### config.mk
export PLATFORM = sky130hd
export DESIGN_NAME = rpi_vga_bridge
export DESIGN_NICKNAME = d
export VERILOG_FILES = /design/src/rtl/rpi_vga_bridge.sv
export SDC_FILE = /design/constraint.sdc
export NUM_CORES = 1
export LEC_CHECK = 0
export CAP_MARGIN = 10
export CORE_MARGIN = 2
export CORE_UTILIZATION = 40
export DETAILED_ROUTE_END_ITERATION = 7
export PLACE_DENSITY = 0.74
export SLEW_MARGIN = 20
export SYNTH_ARGS = -nofsm -noshare
export SYNTH_HDL_FRONTEND = slang
export SYNTH_SLANG_ARGS = --single-unit
### constraint.sdc
create_clock -name clk -period 1.5 [get_ports clk]
set_input_delay 0.3 -clock clk [delete_from_list [all_inputs] [get_ports clk]]
set_output_delay 0.3 -clock clk [all_outputs]
set_load 0.02 [all_outputs]
### src/rtl/rpi_vga_bridge.sv
// Raspberry Pi DPI-style colour/sync to 12-bit VGA bridge with synchronisers and output register.
// Optional hsync loss-of-signal watchdog and output blanking built when RPI_VGA_LOS_EN is defined.
module rpi_vga_bridge #(
  parameter int IN_BITS     = 1,
  parameter int SYNC_STAGES = 2,
  parameter int LOS_CYCLES  = 4096,
  parameter bit HS_INV      = 1'b0,
  parameter bit VS_INV      = 1'b0
) (
  input  logic               clk,
  input  logic               rst_n,
  input  logic               rpi_h_sync,
  input  logic               rpi_v_sync,
  input  logic [IN_BITS-1:0] rpi_color,
  input  logic [11:0]        fg_rgb,
  input  logic [11:0]        bg_rgb,
  input  logic [1:0]         mode,
  output logic               h_sync,
  output logic               v_sync,
  output logic [3:0]         r_out,
  output logic [3:0]         g_out,
  output logic [3:0]         b_out,
  output logic               signal_ok,
  output logic [7:0]         frame_count
);

  localparam int SW = IN_BITS + 2;

  if ((IN_BITS != 1 && IN_BITS != 3) || SYNC_STAGES < 2 || SYNC_STAGES > 4 || LOS_CYCLES < 1)
  begin : g_bad_param
    $error("rpi_vga_bridge: illegal parameter combination");
  end

  // Syncs and colour share one packed chain so they can never skew against each other.
  logic [SYNC_STAGES-1:0][SW-1:0] sync_q, sync_d;

  always_comb begin
    sync_d    = sync_q;
    sync_d[0] = {rpi_h_sync, rpi_v_sync, rpi_color};
    for (int i = 1; i < SYNC_STAGES; i++) sync_d[i] = sync_q[i-1];
  end

  always_ff @(posedge clk) begin
    if (!rst_n) sync_q <= '0;
    else        sync_q <= sync_d;
  end

  logic               hs_s, vs_s;
  logic [IN_BITS-1:0] col_s;
  assign {hs_s, vs_s, col_s} = sync_q[SYNC_STAGES-1];

  logic vs_prev_q, vs_prev_d;
  logic vs_rise;
  assign vs_prev_d = vs_s;
  assign vs_rise   = vs_s & ~vs_prev_q;

  always_ff @(posedge clk) begin
    if (!rst_n) vs_prev_q <= 1'b0;
    else        vs_prev_q <= vs_prev_d;
  end

  logic sig_ok_now;

`ifdef RPI_VGA_LOS_EN
  localparam int             CW      = $clog2(LOS_CYCLES + 1);
  localparam logic [CW-1:0]  LOS_MAX = CW'(LOS_CYCLES);

  logic          hs_prev_q, hs_prev_d;
  logic          hs_rise;
  logic [CW-1:0] wd_cnt_q, wd_cnt_d;
  logic          signal_ok_q, signal_ok_d;

  assign hs_prev_d = hs_s;
  assign hs_rise   = hs_s & ~hs_prev_q;

  // An edge clears the counter even on the cycle it would saturate, so the edge wins.
  always_comb begin
    wd_cnt_d = wd_cnt_q;
    if (hs_rise)                  wd_cnt_d = '0;
    else if (wd_cnt_q != LOS_MAX) wd_cnt_d = wd_cnt_q + 1'b1;
    signal_ok_d = (wd_cnt_d < LOS_MAX);
  end

  always_ff @(posedge clk) begin
    if (!rst_n) begin
      hs_prev_q   <= 1'b0;
      wd_cnt_q    <= LOS_MAX;
      signal_ok_q <= 1'b0;
    end else begin
      hs_prev_q   <= hs_prev_d;
      wd_cnt_q    <= wd_cnt_d;
      signal_ok_q <= signal_ok_d;
    end
  end

  // Blank with the same-cycle decision so signal_ok and the outputs change together.
  assign sig_ok_now = signal_ok_d;
  assign signal_ok  = signal_ok_q;
`else
  assign sig_ok_now = 1'b1;
  assign signal_ok  = 1'b1;
`endif

  logic [11:0] base_rgb;

  if (IN_BITS == 1) begin : g_mono
    assign base_rgb = col_s[0] ? fg_rgb : bg_rgb;
  end else begin : g_rgb
    assign base_rgb = {{4{col_s[IN_BITS-1]}}, {4{col_s[1]}}, {4{col_s[0]}}};
  end

  logic [11:0] mode_rgb;

  always_comb begin
    mode_rgb = base_rgb;
    case (mode)
      2'b00:   mode_rgb = base_rgb;
      2'b01:   mode_rgb = ~base_rgb;
      2'b10:   mode_rgb = bg_rgb;
      default: mode_rgb = fg_rgb;
    endcase
  end

  logic [11:0] rgb_q, rgb_d;
  logic        h_sync_q, h_sync_d;
  logic        v_sync_q, v_sync_d;
  logic [7:0]  frame_count_q, frame_count_d;

  always_comb begin
    rgb_d         = '0;
    h_sync_d      = HS_INV;
    v_sync_d      = VS_INV;
    frame_count_d = frame_count_q;
    if (sig_ok_now) begin
      rgb_d    = mode_rgb;
      h_sync_d = hs_s ^ HS_INV;
      v_sync_d = vs_s ^ VS_INV;
    end
    if (vs_rise) frame_count_d = frame_count_q + 8'd1;
  end

  always_ff @(posedge clk) begin
    if (!rst_n) begin
      rgb_q         <= '0;
      h_sync_q      <= HS_INV;
      v_sync_q      <= VS_INV;
      frame_count_q <= '0;
    end else begin
      rgb_q         <= rgb_d;
      h_sync_q      <= h_sync_d;
      v_sync_q      <= v_sync_d;
      frame_count_q <= frame_count_d;
    end
  end

  assign r_out       = rgb_q[11:8];
  assign g_out       = rgb_q[7:4];
  assign b_out       = rgb_q[3:0];
  assign h_sync      = h_sync_q;
  assign v_sync      = v_sync_q;
  assign frame_count = frame_count_q;

endmodule

==> flow_summary.yaml, run 1 <==
timing:
  drv_slew: 0
  hold_viol: 0
  worst_pin_slew_ns: 0.6503
  fin_worst_skew_ns: 0.003823
  fin_crit_ns: 1.433
  fin_crit_sh: 0.9554
  fmax_mhz: 697.8
  slew_headroom: 0.5660
  rsz0062_at_grt: "no"
  final-setup-viol-count: 0
  finalSetupTns_ns: 0
synth:
  synthTopCellsByCount: "dfxtp_1, nand2_1, mux2i_1"
  synth.avg_cell_area_sq_um: 9.114
  seq_area_frac_synth: 0.3968
  synth-warning-count: 0
  ys_ff_latch: 28
  yosysTopAreaCell: "dfxtp_1"
  syn_nets: 187
  yosysUniqueCellTypes: 29
  synth_flop_cell: "dfxtp_1"
  yosys.area.top_type_share: 0.3968
  synthArstFlopShare: 0
  synth_area_sq_um: 1413
  synth_edf_count: 0
  synthTopCellsByArea: "dfxtp_1, mux2_2, mux2i_1, a32oi_1, nand2_1"
  syn_inst: 155
  synth_most_common_cell: "dfxtp_1"
routing:
  first_pass_iters: 4
  routed_wl_um: 3611
  vias: 1372
  avgViaCountPerCell: 5.444
  routedWlPerCell_um: 14.33
  drtIter0Drc: 83
  final_antenna_net_count: 0
  drc_errors: 0
floorplanning:
  fp.dieW_um: 63.43
  core_area_sq_um: 3363
  dieArea_sq_um: 4023
  boundaryPins: 54
  die_h_um: 63.43
  initial_utilization: 0.4200
  rows: 21
power:
  netSwitchingFraction: 0.2493
  ir_worst_vdd_mv: 0.3726
  seq_power_share: 0.487
  p_int_mw: 1.229
  p_switching_uw: 407.9
  leakagePower_nw: 0.8181
  power.clock.fraction: 0.301
  pwr-share-comb: 0.212
  total_power_mw: 1.636
  powerDensity_nw_per_um2: 811.9
worst_setup_path:
  regToRegStartpoint: "frame_count[0]"
  slowest_delay_ns: 0.53
  ff2ff_path_depth: 4
  crit_family: "buffers and inverters"
  path_max_fanout: 13
  start_kind: "input port"
  slowest_stage: "clkdlybuf4s50_1"
  reg2reg_slack_ns: 0.14
  arrival_ns: 1.68
  worst_path_most_repeated_cell: "buf_4"
  cp_cell_sequence: "clkdlybuf4s50_1 -> buf_4 -> nor2b_1 -> buf_4 -> nand2_1 -> a31oi_1"
  cp.required_ns: 1.75
  critPathCaptureType: "register"
  r2r_end: "frame_count[6]"
  cp_num_buf_inv: 3
  path_depth: 6
  worstSetupPathType: "input port to register"
place:
  place_congestion: 0.7889
  placed_cell_area_sq_um: 1986
  hpwl_um: 2671
  io_buffers: 52
grt:
  grt_pass1_wl_um: 5754
  grt_pass1_vias: 1316
  grt_max_degree: 25
  grt_overflow: 0
  grtUsageTotal: 0.1758
  antenna_found_initial: 0
worst_hold_path:
  worstHoldPathCells: 1
  min_to: "sync_q[4]"
  hold_class: "register to register"
  hold_start: "sync_d[4]"
cts:
  clock_latency_ns: 0.32
  cts_buffer_depth: 2
  tritoncts: "built"
  root_buffer: "clkbuf_4"
  clk_pin_slew_worst_paths_ns: 0.15
  numCtsBuffers: 3
  cts_max_level: 1
  cts_num_sinks: 28
status:
  outcome: "finished, final reports clean"
cells_and_area:
  fin_area_sq_um: 2016
  fin_nets: 239
  syn2layout_area_growth_pct: 42.69
  diodes: 0
  layout-drive-gt1-share: 0.1359
flow_run:
  drv_cap: 0
-- registers in the layout, indices dropped and copies added, names as in the netlist --
signal       cells
col_s            1
frame_count      8
h_sync           1
h_sync_d         1
rgb_q           12
sync_d           3
sync_q           1
v_sync           1
-- layer usage --
layer  share of wire  global-route usage  up-vias
li1                -                   -      671
met1            0.45              0.2173      655
met2            0.49              0.3092       46
met3           0.055             0.03036        0
met4               0             0.05435        0
met5               0                   0        -
-- worst register-to-register path, stage by stage, from the launching register on --
cell and delay [ns]:
dfxtp_1 0.44, ha_1 0.20, nand4b_1 0.17, or3_1 0.34
a21oi_1 0.15
-- placed cells by master, fill, tap and decap left out, drive strengths merged --
cell	n
a21oi	5
a31oi	12
a32oi	12
and2	8
and2b	1
buf	6
bufinv	1
clkbuf	3
clkdlybuf4s50	30
conb	1
dfxtp	28
dlygate4sd2	22
ha	1
inv	3
mux2	12
mux2i	13
nand2	25
nand3	1
nand3b	1
nand4	1
nand4b	2
nor2	5
nor2b	1
o21ai	3
o31ai	2
or3	3
or4	2
xnor2	2
-- repair_timing --
| item | 4_1_cts | 5_1_grt |
|---|---|---|
| endpoints found under the setup margin | 34 | 0 |
| gates resized for setup | 24 | 0 |
| hold buffers | 0 | 0 |
| endpoints found under the hold margin | 0 | 0 |
| setup buffers | 0 | 0 |
-- worst max path at each step --
stage	startpoint	to	slack, ns
3_3_place_gp	mode[0]	rgb_q[9]	-0.34
3_5_place_dp	mode[0]	rgb_q[2]	-0.44
4_1_cts	frame_count[0]	frame_count[0]	0.07
5_1_grt	frame_count[0]	frame_count[6]	0.0007
6_report	mode[0]	rgb_q[9]	0.07
2_1_floorplan	frame_count[0]	frame_count[7]	0.16
-- power groups by stage --
stage	combinational, mW	clock (mW)	sequential [mW]
floorplan	0.138	0	0.848
global placement	0.351	0	0.813
detailed placement	0.364	0	0.813
CTS	0.346	0.492	0.797
global route	0.372	0.532	0.802
finish	0.347	0.493	0.797
-- kinds of logic after synthesis --
family | Yosys count | synth area share
simple gates | 50 | 0.1816
xor+xnor | 2 | 0.01240
flops | 28 | 0.3968
other cells | 1 | 0.002655
buf+inv | 14 | 0.04340
fa+ha+maj | 1 | 0.008856
compound gates | 34 | 0.1665
mux | 25 | 0.1878
-- final cells by class --
| type | instances | area, sq um |
|---|---|---|
| clock buffer | 3 | 22.52 |
| clock inverter | 1 | 30.03 |
| sequential | 28 | 560.5 |
| fill | 341 | 1348 |
| tap | 46 | 57.56 |
| inverter | 3 | 11.26 |
| timing repair buffer | 58 | 538.0 |
| multi-input combinational | 113 | 795.8 |
-- per-stage QoR --
| stage | utilization | hold WS [ns] | cells | setup slack, ns |
|---|---|---|---|---|
| floorplan | - | 0.4118 | 155 | 0.1637 |
| global placement | 0.5904 | 0.4142 | 248 | -0.3446 |
| detailed placement | 0.5904 | 0.4252 | 248 | -0.4399 |
| CTS | 0.5993 | 0.4600 | 252 | 0.07053 |
| global route | 0.5993 | 0.4786 | 252 | 0.0007222 |
| finish | 0.5993 | 0.4555 | 252 | 0.06692 |
Power figures use the tool's default switching activity.
==> inputs of run 2 (changes only) <==
CAP_MARGIN = 20   (was 10)
==> results of run 2 <==
No change in the layout: final DEF, timing and power equal those of run 1.
